**config.mk**
```make
export PLATFORM = sky130hd
export DESIGN_NAME = sdp_ram_arbiter
export DESIGN_NICKNAME = d
export VERILOG_FILES = /design/src/rtl/sdp_ram_arbiter_pkg.sv /design/src/rtl/sdp_ram_arbiter_rr_arbiter.sv /design/src/rtl/sdp_ram_arbiter.sv
export SDC_FILE = /design/constraint.sdc
export NUM_CORES = 1
export LEC_CHECK = 0
export CORE_ASPECT_RATIO = 1.75
export CORE_MARGIN = 4
export CORE_UTILIZATION = 22
export CTS_BUF_LIST = sky130_fd_sc_hd__clkbuf_4 sky130_fd_sc_hd__clkbuf_8 sky130_fd_sc_hd__clkbuf_16
export DETAILED_ROUTE_END_ITERATION = 8
export PLACE_DENSITY = 0.8
export SLEW_MARGIN = 10
export SYNTH_ARGS = -nofsm -noshare
export SYNTH_HDL_FRONTEND = slang
export SYNTH_HIERARCHICAL = 1
export SYNTH_SLANG_ARGS = --single-unit
```
**constraint.sdc**
```tcl
create_clock -name clk_i -period 2 [get_ports clk_i]
set_clock_uncertainty 0.2 [all_clocks]
set_input_delay 0.4 -clock clk_i [delete_from_list [all_inputs] [get_ports clk_i]]
set_output_delay 0.4 -clock clk_i [all_outputs]
set_load 0.05 [all_outputs]
```
**src/rtl/sdp_ram_arbiter_pkg.sv**
```systemverilog
// Shared types and helpers for the simple dual-port RAM arbiter.
// Vectors are sized for the largest legal requester count and narrowed by the callers.
package sdp_ram_arbiter_pkg;

    localparam int unsigned MAX_REQ  = 8;
    localparam int unsigned MAX_ID_W = 3;

    typedef logic [MAX_REQ-1:0]  req_vec_t;
    typedef logic [MAX_ID_W-1:0] req_id_t;

    typedef struct packed {
        logic    valid;
        req_id_t id;
    } tag_t;

    // First set request at or after ptr, wrapping modulo num_req.
    function automatic req_vec_t rr_grant(input req_vec_t req, input req_id_t ptr,
                                          input int unsigned num_req);
        req_vec_t    grant;
        logic        found;
        int unsigned idx;
        grant = '0;
        found = 1'b0;
        for (int unsigned i = 0; i < MAX_REQ; i++) begin
            idx = {29'd0, ptr} + i;
            if (idx >= num_req) idx = idx - num_req;
            if (!found && i < num_req && idx < MAX_REQ && req[idx[2:0]]) begin
                grant[idx[2:0]] = 1'b1;
                found           = 1'b1;
            end
        end
        return grant;
    endfunction

    function automatic req_id_t onehot_to_idx(input req_vec_t onehot);
        req_id_t idx;
        idx = '0;
        for (int unsigned i = 0; i < MAX_REQ; i++) begin
            if (onehot[i]) idx = idx | i[MAX_ID_W-1:0];
        end
        return idx;
    endfunction

endpackage

```
**src/rtl/sdp_ram_arbiter_rr_arbiter.sv**
```systemverilog
// Round-robin arbiter with a combinational grant; the pointer moves past the winner
// on every advanced grant.
module rr_arbiter
    import sdp_ram_arbiter_pkg::*;
#(
    parameter  int unsigned NUM_REQ = 2,
    localparam int unsigned ID_W    = (NUM_REQ > 1) ? $clog2(NUM_REQ) : 1
) (
    input  logic              clk,
    input  logic              rst_n,
    input  logic [NUM_REQ-1:0] valid,
    input  logic              advance,
    output logic [NUM_REQ-1:0] grant,
    output logic [ID_W-1:0]    grant_idx
);

    logic [ID_W-1:0] ptr;

    // Grant is held at zero while reset is asserted.
    always_comb begin
        grant = '0;
        if (rst_n) grant = NUM_REQ'(rr_grant(MAX_REQ'(valid), MAX_ID_W'(ptr), NUM_REQ));
        grant_idx = ID_W'(onehot_to_idx(MAX_REQ'(grant)));
    end

    always_ff @(posedge clk or negedge rst_n) begin
        if (!rst_n) begin
            ptr <= '0;
        end else if (advance && |grant) begin
            ptr <= (grant_idx == ID_W'(NUM_REQ - 1)) ? '0 : grant_idx + ID_W'(1);
        end
    end

endmodule

```
**src/rtl/sdp_ram_arbiter.sv**
```systemverilog
// Shares one simple dual-port RAM between NUM_REQ requesters: independent round-robin
// write and read arbiters, with read responses tagged back to the issuing requester.
module sdp_ram_arbiter
    import sdp_ram_arbiter_pkg::*;
#(
    parameter  int unsigned NUM_REQ          = 2,
    parameter  int unsigned DATA_WIDTH       = 8,
    parameter  int unsigned ADDR_WIDTH       = 8,
    parameter  string       IS_OUT_LATENCY   = "false",
    localparam int unsigned BYTE_VALID_WIDTH = DATA_WIDTH / 8,
    localparam int unsigned REQ_ID_WIDTH     = (NUM_REQ > 1) ? $clog2(NUM_REQ) : 1
) (
    input  logic                                 clk_i,
    input  logic                                 rst_n_i,
    input  logic [NUM_REQ-1:0]                   req_wr_valid_i,
    output logic [NUM_REQ-1:0]                   req_wr_ready_o,
    input  logic [NUM_REQ*ADDR_WIDTH-1:0]        req_wr_addr_i,
    input  logic [NUM_REQ*DATA_WIDTH-1:0]        req_wr_data_i,
    input  logic [NUM_REQ*BYTE_VALID_WIDTH-1:0]  req_wr_byte_valid_i,
    input  logic [NUM_REQ-1:0]                   req_rd_valid_i,
    output logic [NUM_REQ-1:0]                   req_rd_ready_o,
    input  logic [NUM_REQ*ADDR_WIDTH-1:0]        req_rd_addr_i,
    output logic [NUM_REQ-1:0]                   resp_valid_o,
    output logic [DATA_WIDTH-1:0]                resp_data_o,
    output logic                                 ram_wr_en_o,
    output logic [ADDR_WIDTH-1:0]                ram_wr_addr_o,
    output logic [DATA_WIDTH-1:0]                ram_wr_data_o,
    output logic [BYTE_VALID_WIDTH-1:0]          ram_wr_byte_valid_o,
    output logic                                 ram_rd_en_o,
    output logic [ADDR_WIDTH-1:0]                ram_rd_addr_o,
    input  logic [DATA_WIDTH-1:0]                ram_rd_data_i
);

    localparam int unsigned RD_LATENCY = (IS_OUT_LATENCY == "true") ? 2 : 1;

    logic [NUM_REQ-1:0]      wr_grant;
    logic [NUM_REQ-1:0]      rd_grant;
    logic [REQ_ID_WIDTH-1:0] wr_idx;
    logic [REQ_ID_WIDTH-1:0] rd_idx;
    logic                    wr_any;
    logic                    rd_any;
    tag_t                    tag0;
    tag_t                    resp_tag;

    rr_arbiter #(.NUM_REQ(NUM_REQ)) u_wr_arb (
        .clk       (clk_i),
        .rst_n     (rst_n_i),
        .valid     (req_wr_valid_i),
        .advance   (1'b1),
        .grant     (wr_grant),
        .grant_idx (wr_idx)
    );

    rr_arbiter #(.NUM_REQ(NUM_REQ)) u_rd_arb (
        .clk       (clk_i),
        .rst_n     (rst_n_i),
        .valid     (req_rd_valid_i),
        .advance   (1'b1),
        .grant     (rd_grant),
        .grant_idx (rd_idx)
    );

    always_comb begin
        wr_any              = |wr_grant;
        req_wr_ready_o      = wr_grant;
        ram_wr_en_o         = wr_any;
        ram_wr_addr_o       = '0;
        ram_wr_data_o       = '0;
        ram_wr_byte_valid_o = '0;
        for (int unsigned i = 0; i < NUM_REQ; i++) begin
            if (wr_any && wr_idx == REQ_ID_WIDTH'(i)) begin
                ram_wr_addr_o       = req_wr_addr_i[i*ADDR_WIDTH +: ADDR_WIDTH];
                ram_wr_data_o       = req_wr_data_i[i*DATA_WIDTH +: DATA_WIDTH];
                ram_wr_byte_valid_o = req_wr_byte_valid_i[i*BYTE_VALID_WIDTH +: BYTE_VALID_WIDTH];
            end
        end
    end

    // A cycle without a grant drives address 0, which also serves as the flush read.
    always_comb begin
        rd_any         = |rd_grant;
        req_rd_ready_o = rd_grant;
        ram_rd_addr_o  = '0;
        for (int unsigned i = 0; i < NUM_REQ; i++) begin
            if (rd_any && rd_idx == REQ_ID_WIDTH'(i)) begin
                ram_rd_addr_o = req_rd_addr_i[i*ADDR_WIDTH +: ADDR_WIDTH];
            end
        end
    end

    always_ff @(posedge clk_i or negedge rst_n_i) begin
        if (!rst_n_i) begin
            tag0 <= '0;
        end else begin
            tag0.valid <= rd_any;
            tag0.id    <= MAX_ID_W'(rd_idx);
        end
    end

    if (RD_LATENCY == 2) begin : g_lat2
        tag_t tag1;

        always_ff @(posedge clk_i or negedge rst_n_i) begin
            if (!rst_n_i) tag1 <= '0;
            else          tag1 <= tag0;
        end

        // The RAM output register only advances on rd_en, so keep it high one extra cycle.
        always_comb begin
            resp_tag    = tag1;
            ram_rd_en_o = rd_any | tag0.valid;
        end
    end else begin : g_lat1
        always_comb begin
            resp_tag    = tag0;
            ram_rd_en_o = rd_any;
        end
    end

    always_comb begin
        resp_valid_o = '0;
        for (int unsigned i = 0; i < NUM_REQ; i++) begin
            resp_valid_o[i] = resp_tag.valid && (resp_tag.id == MAX_ID_W'(i));
        end
        resp_data_o = rst_n_i ? ram_rd_data_i : '0;
    end

endmodule

```
==> summary.md, run 1 <==
| Metric | Value |
|---|---|
| Root Buffer | clkbuf_8 |
| Mapped Cells | 89 |
| Clock sinks | 4 |
| Clock buffer count from CTS | 3 |
| Fraction of post-synthesis cell area in the top cell type by area | 37.7% |
| Cell variety after synth | 15 |
| Mapped Area | 664 sq um |
| Halt Stage | clock tree synthesis (4_1_cts) |
| H-tree depth | 1 |
| Synth area leader | mux2i_1 |
| Part of the Yosys area used for sequential elements | 15.1% |
| Yosys warnings | 6 |
| Count of buffers from port buffering | 104 |
| Xor/xnor share of the synthesized area | 0% |
| Pre-CTS setup slack | -953 ps |
| GPL Wtd Cong | 0.780 |
| CTS Hold Buffers Added | 2 |
| Num rows | 26 |
| Mux cell area share after synthesis | 37.7% |
| Combinational family with the most area after synthesis | multiplexers |
| Die Height | 80.7 um |
| Compound-cell area share of the yosys netlist | 7.53% |
| Longest Clk Path Bufs | 2 |
| Flops & latches, synth | 4 |
| Post-synthesis adder-cell area fraction | 0% |
| Outcome | stopped before the end |
| CTS resizes | 77 |
| Post-CTS Setup Bufs | 15 |
| DP Wirelength | 3360 um |
| Mean post-synth cell area | 7.47 sq um |
| Stop Error | [ERROR DPL-0033] detailed placement checks failed during check placement. |
| Post-Synth Simple-Gate Area | 27.7% |
| I/O pin count | 105 |
| Die span in x | 49.5 um |
| Initial core utilization | 22.7% |
| Area contributors post-synth | mux2i_1 38%, dfrtp_1 15%, nor2_1 14% |
## cells by family after synthesis
family | count (synthesis)
buf+inv | 10
other cells | 1
mux | 25
simple gates | 41
compound gates | 8
flops | 4
## Yosys cell counts
library cell,instances
nor2b_1,1
nor2_1,25
a41oi_1,2
buf_12,1
nor2_2,2
buf_4,4
and2_1,9
dfrtp_1,4
buf_6,1
inv_1,4
conb_1,1
mux2i_1,25
nand2_1,4
a21oi_1,4
a31oi_1,2
## stage by stage
| stage | cells | cell area, sq um | TNS, ps |
|---|---|---|---|
| 2_1_floorplan | 92 | 897 | -502 |
| 3_3_place_gp | 231 | 2400 | -21430 |
| 3_5_place_dp | 231 | 2400 | -24630 |
==> inputs of run 2 (changes only) <==
- CORE_AREA: unset -> 4 4 65 67
- CORE_ASPECT_RATIO: 1.75 -> unset
- CORE_MARGIN: 4 -> unset
- CORE_UTILIZATION: 22 -> unset
- CTS_BUF_LIST: sky130_fd_sc_hd__clkbuf_4 sky130_fd_sc_hd__clkbuf_8 sky130_fd_sc_hd__clkbuf_16 -> unset
- DIE_AREA: unset -> 0 0 69 71
- PLACE_DENSITY: 0.8 -> unset
- PLACE_DENSITY_LB_ADDON: unset -> 0.15
==> summary.md, run 2 <==
| Metric | Value |
|---|---|
| DRT Wirelength | 5650 um |
| Part of the Yosys area used for sequential elements | 15.1% (unchanged) |
| P_leak | 1.18 nW |
| Clock slew at reported path FFs | 30 ps |
| Max-slew violations | 0 |
| Count of buffers from port buffering | 104 (unchanged) |
| WL met1 | 1770 um |
| Mapped Area | 664 sq um (unchanged) |
| Routed len/inst | 20.5 um |
| Cell Pwr Density | 491 mW/mm^2 |
| Flops & latches, synth | 4 (unchanged) |
| Mean post-synth cell area | 7.47 sq um (unchanged) |
| Type of origin of the critical path | flop |
| GRT overflow | 0 |
| Share of cells above drive strength 1 | 63.9% |
| Crit path DAT | 1640 ps |
| CTS Hold Buffers Added | 0 (-2) |
| Final std cells w/o fill | 275 |
| Fin crit share | 112% |
| Most common cell after layout, fill and taps aside | clkdlybuf4s50_1 |
| Max-Cap Viols | 0 |
| Setup crit end kind | output pin |
| Antenna viol nets, final | 0 |
| Most frequent cells in the layout | 58 x clkdlybuf4s50_1, 46 x buf_12, 27 x nor2_4 |
| VDD IR max | 284 uV |
| ANT cells | 0 |
| Largest register FFs | 2 |
| Synth area leader | mux2i_1 |
| Longest Clk Path Bufs | 2 (unchanged) |
| 1st-iter DRT viols | 42 |
| Gr usage total | 22.9% |
| CP Max Fanout | 5 |
| Clock sinks | 4 (unchanged) |
| RSZ-0062 raised after global routing | yes |
| Placed instance area | 0.00247 sq mm (+2.8%) |
| First-pass GRT wire length | 8630 um |
| Final Cell Area | 0.00315 sq mm |
| Endpoints failing hold | 0 |
| Yosys warnings | 6 (unchanged) |
| Failing checks | setup timing |
| I/O pin count | 105 (unchanged) |
| Num rows | 22 (-15%) |
| Fraction of post-synthesis cell area in the top cell type by area | 37.7% (unchanged) |
| Drc violations | 0 |
| Outcome | finished, violations left |
| Clock buffer count from CTS | 3 (unchanged) |
| Cell variety after synth | 15 (unchanged) |
| Setup slack after layout | -245 ps |
| Core area | 0.00363 sq mm |
| DR pass1 iterations | 4 |
| Post-synth top flop | dfrtp_1 |
| CTS tree | yes |
| Min Hold Slack | 86.0 ps |
| Die ar. | 0.00490 sq mm |
| Setup CP Type | reg -> out |
| Post-route minimum period | 2240 ps |
| Initial core utilization | 18.3% (-4.4 points) |
| Routed via count | 1283 |
| Root Buffer | clkbuf_8 |
| WL met2 | 3430 um |
| Die span in x | 69 um (+39%) |
| Required time worst endpoint | 1400 ps |
| Area Growth Syn to Fin | 374% |
| Final nets | 293 |
| Final Total Pwr | 1.55 mW |
| Worst-Skew Late Latency | 220 ps |
| Max Clock Freq | 445 MHz |
| DP Cell Count | 255 (+10%) |
| Die Height | 71 um (-12%) |
| DR vias/cell | 4.67 |
| Hold Path Class | in -> async |
| Pin count of the biggest net entering global routing | 10 |
| Vias in the first global route | 1551 |
| Area contributors post-synth | mux2i_1 38%, dfrtp_1 15%, nor2_1 14% |
| Max Used Layer | met4 |
| Most common library cells after synthesis | 25 x mux2i_1, 25 x nor2_1, 9 x and2_1 |
| EDFF count, synth | 0 (unchanged) |
| GPL Wtd Cong | 0.814 (+4.3%) |
| Antenna violations before repair | 0 |
| DR WL met3 | 335 um |
| H-tree depth | 1 (unchanged) |
| DP Wirelength | 3210 um (-4.4%) |
| Mapped Cells | 89 (unchanged) |
| Post-synth ARST share | 100% (unchanged) |
| Setup violators final | 27 |
-- run 2: cell counts after synthesis --
No cell type changed its count.
-- run 2: through the flow --
| stage | setup WS [ps] | setup TNS [ps] | utilization (%) |
|---|---|---|---|
| 4_1_cts | -239 | -4660 | 85.5 |
| 6_report | -245 | -5010 | 86.6 |
| 3_3_place_gp | -563 | -14360 | 68.0 |
| 5_1_grt | -288 | -6230 | 86.6 |
| 3_5_place_dp | -623 | -15880 | 68.0 |
| 2_1_floorplan | -79.9 | -502 | - |
-- run 2: critical path, cell delays in order, from the launching register on --
cell and delay, ps:
dfrtp_1 350, inv_2 60, a21oi_4 220, buf_8 170, nor2_4 50, buf_12 140, buf_16 140, nor2_4 130
buf_12 150
-- run 2: power by group --
part / total [mW] / switching, mW / internal [mW]
sequential: 0.107 / 0.0114 / 0.0953
clock: 0.176 / 0.0477 / 0.129
combinational: 1.26 / 0.605 / 0.658
total: 1.55 / 0.664 / 0.882
-- run 2: cell families after synthesis --
logic type	after synthesis	synth area share (%)
and+or+nand+nor	41	27.7
DFF	4	15.1
muxes	25	37.7
buffers and inverters	10	11.5
other	1	0.564
AOI/OAI and AO/OA	8	7.53
-- run 2: final cells by class --
class	instances	area, sq um
Tap cell	48	60.1
Multi-Input combinational cell	78	1050
Clock buffer	3	41.3
Inverter	4	31.3
Sequential cell	4	100
Timing Repair Buffer	138	1870
Fill cell	181	485
-- run 2: path summary, 6_finish.rpt --
check	cells after the start	to	startpoint	slack (ps)
hold reg to reg	2	u_wr_arb/ptr	u_wr_arb/ptr	490
setup / recovery	8	ram_wr_data_o[5]	u_wr_arb/ptr	-240
max in group asynchronous	3	resp_tag[3]	rst_n_i	1390
hold / removal	3	u_wr_arb/ptr	rst_n_i	90
setup reg to reg	7	resp_tag[3]	u_rd_arb/ptr	550
min in group clk_i	3	u_rd_arb/ptr	req_rd_valid_i[0]	370
-- run 2: what timing repair did --
action | CTS | global route
setup buffers | 14 | 5
endpoints found under the setup margin | 40 | 29
cloned | 5 | 1
pin swaps | 14 | 14
resized for setup | 87 | 18
-- run 2: metal layers --
layer	track usage [%]	vias to the layer above
li1	-	577
met3	5.82	10
met4	9.33	0
met5	0	-
met2	46.5	69
met1	21.3	627
Power figures use the tool's default switching activity.
==> inputs of run 3 (changes only) <==
- SLEW_MARGIN: 10 -> unset
- SYNTH_HIERARCHICAL: 1 -> unset
==> summary.md, run 3 <==
| Metric | Value |
|---|---|
| Core area | 0.00363 sq mm (unchanged) |
| Antenna violations before repair | 0 (unchanged) |
| Top-count cell post-synth | nand2_1 |
| DR WL met3 | 324 um (-3.3%) |
| Internal power | 682 uW (-23%) |
| Gr usage total | 15.5% (-7.4 points) |
| Post-synth top flop | dfrtp_1 |
| Drc violations | 0 (unchanged) |
| DR vias/cell | 4.67 (+0.10%) |
| CTS tree | yes |
| CP Max Fanout | 4 (-1) |
| Worst hold path startpoint | u_wr_arb.ptr |
| Reg power frac | 8.9% (+2.0 points) |
| Final core utilization | 72.0% (-15 points) |
| Filler cell count | 271 (+50%) |
| Die span in x | 69 um (unchanged) |
| Max-Cap Viols | 0 (unchanged) |
| Cell variety after synth | 17 (+2) |
| Comb pwr share | 76.8% (-4.9 points) |
| Routed via count | 1317 (+2.7%) |
| Min Hold Slack | 339 ps (+253 ps) |
| H-tree depth | 1 (unchanged) |
| Max Used Layer | met4 |
| Outcome | completed |
| Reg-to-reg endpoint | resp_tag[0] |
| Worst R2R Setup Slack | 800 ps (+250 ps) |
| 1st-iter DRT viols | 29 (-31%) |
| Clock slew at reported path FFs | 30 ps (about the same) |
| GRT overflow | 0 (unchanged) |
| Syn nets | 185 |
| Synth area leader | nand2_1 |
| Die ar. | 0.00490 sq mm (unchanged) |
| Setup CP Type | reg -> out |
| Hold Path Class | reg -> reg |
| Routed len/inst | 15.5 um (-25%) |
| Mapped Area | 684 sq um (+3.0%) |
| Placed instance area | 0.00225 sq mm (-8.8%) |
| Share of cells above drive strength 1 | 41.5% (-22 points) |
| WL met1 | 1580 um (-11%) |
| Most frequent cells in the layout | 58 x clkdlybuf4s50_1, 51 x nand2_1, 36 x buf_12 |
| I/O pin count | 105 (unchanged) |
| Max Clock Freq | 507 MHz (+14%) |
| Most common cell after layout, fill and taps aside | clkdlybuf4s50_1 |
| Initial core utilization | 18.8% (+0.55 points) |
| Largest register FFs | 2 (unchanged) |
| GPL Wtd Cong | 0.717 (-12%) |
| Required time worst endpoint | 1400 ps (about the same) |
| Flops & latches, synth | 4 (unchanged) |
| Cell Pwr Density | 460 mW/mm^2 (-6.4%) |
| Antenna viol nets, final | 0 (unchanged) |
| Longest Clk Path Bufs | 2 (unchanged) |
| Register area | 101 sq um (+1.2%) |
| EDFF count, synth | 0 (unchanged) |
| Final nets | 300 (+2.4%) |
| Worst R2R Path Depth | 3 (-4) |
| Post-synth ARST share | 100% (unchanged) |
| Crit path DAT | 1370 ps (-270 ps) |
| Clock sinks | 4 (unchanged) |
| Slew margin rel. | 83.8% |
| Post-route minimum period | 1970 ps (-273 ps) |
| Area contributors post-synth | nand2_1 29%, o22ai_1 23%, dfrtp_1 15% |
| Most common library cells after synthesis | 53 x nand2_1, 25 x o22ai_1, 9 x and2_1 |
| Pre-CTS setup slack | -292 ps (+331 ps) |
| Setup violators final | 0 (-100%) |
| Multi-input logic area | 803 sq um (-23%) |
| DP Wirelength | 3210 um (about the same) |
| Die Height | 71 um (unchanged) |
| R2R Path Start | u_rd_arb.ptr |
| Worst-Skew Late Latency | 220 ps (about the same) |
| Area Growth Syn to Fin | 282% |
| Vias in the first global route | 1378 (-11%) |
| NetSw | 520 uW (-22%) |
| Max-slew violations | 0 (unchanged) |
| Slew @ Worst Pin | 243 ps |
| Mean post-synth cell area | 5.66 sq um (-24%) |
| Num rows | 22 (unchanged) |
| Endpoints failing hold | 0 (unchanged) |
| Count of buffers from port buffering | 104 (unchanged) |
| WL met2 | 2380 um (-31%) |
| VDD IR max | 225 uV (-21%) |
| First-pass GRT wire length | 6250 um (-28%) |
| Hold path endpoint | u_wr_arb.ptr |
| Fraction of post-synthesis cell area in the top cell type by area | 29.1% (-8.6 points) |
| ANT cells | 0 (unchanged) |
| Yosys warnings | 0 (-6) |
| Setup crit end kind | output pin |
| Final Cell Area | 0.00262 sq mm (-17%) |
| Final TNS setup | 0 ps (+5010 ps) |
| P_leak | 1.04 nW (-12%) |
| Sw frac | 43.2% (+0.28 points) |
| Fin crit share | 98.6% (-14 points) |
| Setup slack after layout | 27.8 ps (+273 ps) |
| RSZ-0062 raised after global routing | yes |
| Mapped Cells | 121 (+36%) |
| Root Buffer | clkbuf_8 |
| Part of the Yosys area used for sequential elements | 14.6% (-0.44 points) |
| Pin count of the biggest net entering global routing | 42 (+32) |
| Clock buffer count from CTS | 3 (unchanged) |
| DR pass1 iterations | 4 (unchanged) |
| DRT Wirelength | 4360 um (-23%) |
| Type of origin of the critical path | flop |
| Clock group share of total power | 14.3% (+2.9 points) |
| Hold path depth | 1 |
-- run 3: power groups by stage --
| stage | Sequential, mW | Combinational [mW] | Clock (mW) |
|---|---|---|---|
| finish | 0.107 | 0.923 | 0.172 |
| global route | 0.108 | 0.963 | 0.185 |
| CTS | 0.105 | 0.840 | 0.177 |
| detailed placement | 0.106 | 0.791 | 0 |
| global placement | 0.104 | 0.780 | 0 |
| floorplan | 0.103 | 0.378 | 0 |
-- run 3: through the flow --
| stage | instances | power [mW] |
|---|---|---|
| after global routing | 282 | 1.26 |
| after detailed placement | 274 | 0.896 |
| final | 282 | 1.20 |
| after floorplan | 121 | 0.481 |
| after CTS | 279 | 1.12 |
| after global placement | 274 | 0.884 |
-- run 3: area by class of cell --
cell class | instances | area share (%)
repair buffers | 121 | 61.1
well taps | 48 | 2.30
inverters | 3 | 0.430
flip-flops and latches | 4 | 3.87
clock buffers | 3 | 1.58
multi-input cells | 103 | 30.7
-- run 3: critical path, cell delays in order, from the launching register on --
cell	delay (ps)
dfrtp_2	430
nand2_2	90
nand2_4	90
clkbuf_16	180
o22ai_4	190
buf_12	160
-- run 3: timing repair --
item | 4_1_cts | 5_1_grt
pin swaps | 1 | 10
gates resized for setup | 27 | 22
endpoints found under the hold margin | 4 | 0
cloned | 1 | 3
setup buffers | 0 | 0
endpoints found under the setup margin | 31 | 19
hold buffers | 1 | 0
-- run 3: how the worst max path moves through the flow --
| stage | from | endpoint | slack (ps) | cells past startpoint |
|---|---|---|---|---|
| 4_1_cts | req_wr_valid_i[1] | ram_wr_addr_o[3] | 5 | 6 |
| 3_3_place_gp | req_wr_valid_i[0] | ram_wr_data_o[6] | -250 | 5 |
| 5_1_grt | u_wr_arb.ptr | ram_wr_data_o[3] | -30 | 5 |
| 3_5_place_dp | req_wr_valid_i[1] | ram_wr_data_o[7] | -290 | 6 |
| 2_1_floorplan | rst_n_i | ram_wr_addr_o[7] | -170 | 4 |
| 6_report | u_wr_arb.ptr | ram_wr_data_o[3] | 30 | 5 |
-- run 3: layer usage --
metal	global-route usage, %	vias to the layer above
li1	-	636
met1	15.1	609
met2	30.0	64
met3	5.11	8
met4	5.64	0
met5	0	-
-- run 3: cell families after synthesis --
family / Yosys count / synth area share [%]
AO/OA/AOI/OAI: 31 / 29.8
buffers and inverters: 14 / 12.1
AND/OR/NAND/NOR: 72 / 43.5
flip-flops: 4 / 14.6
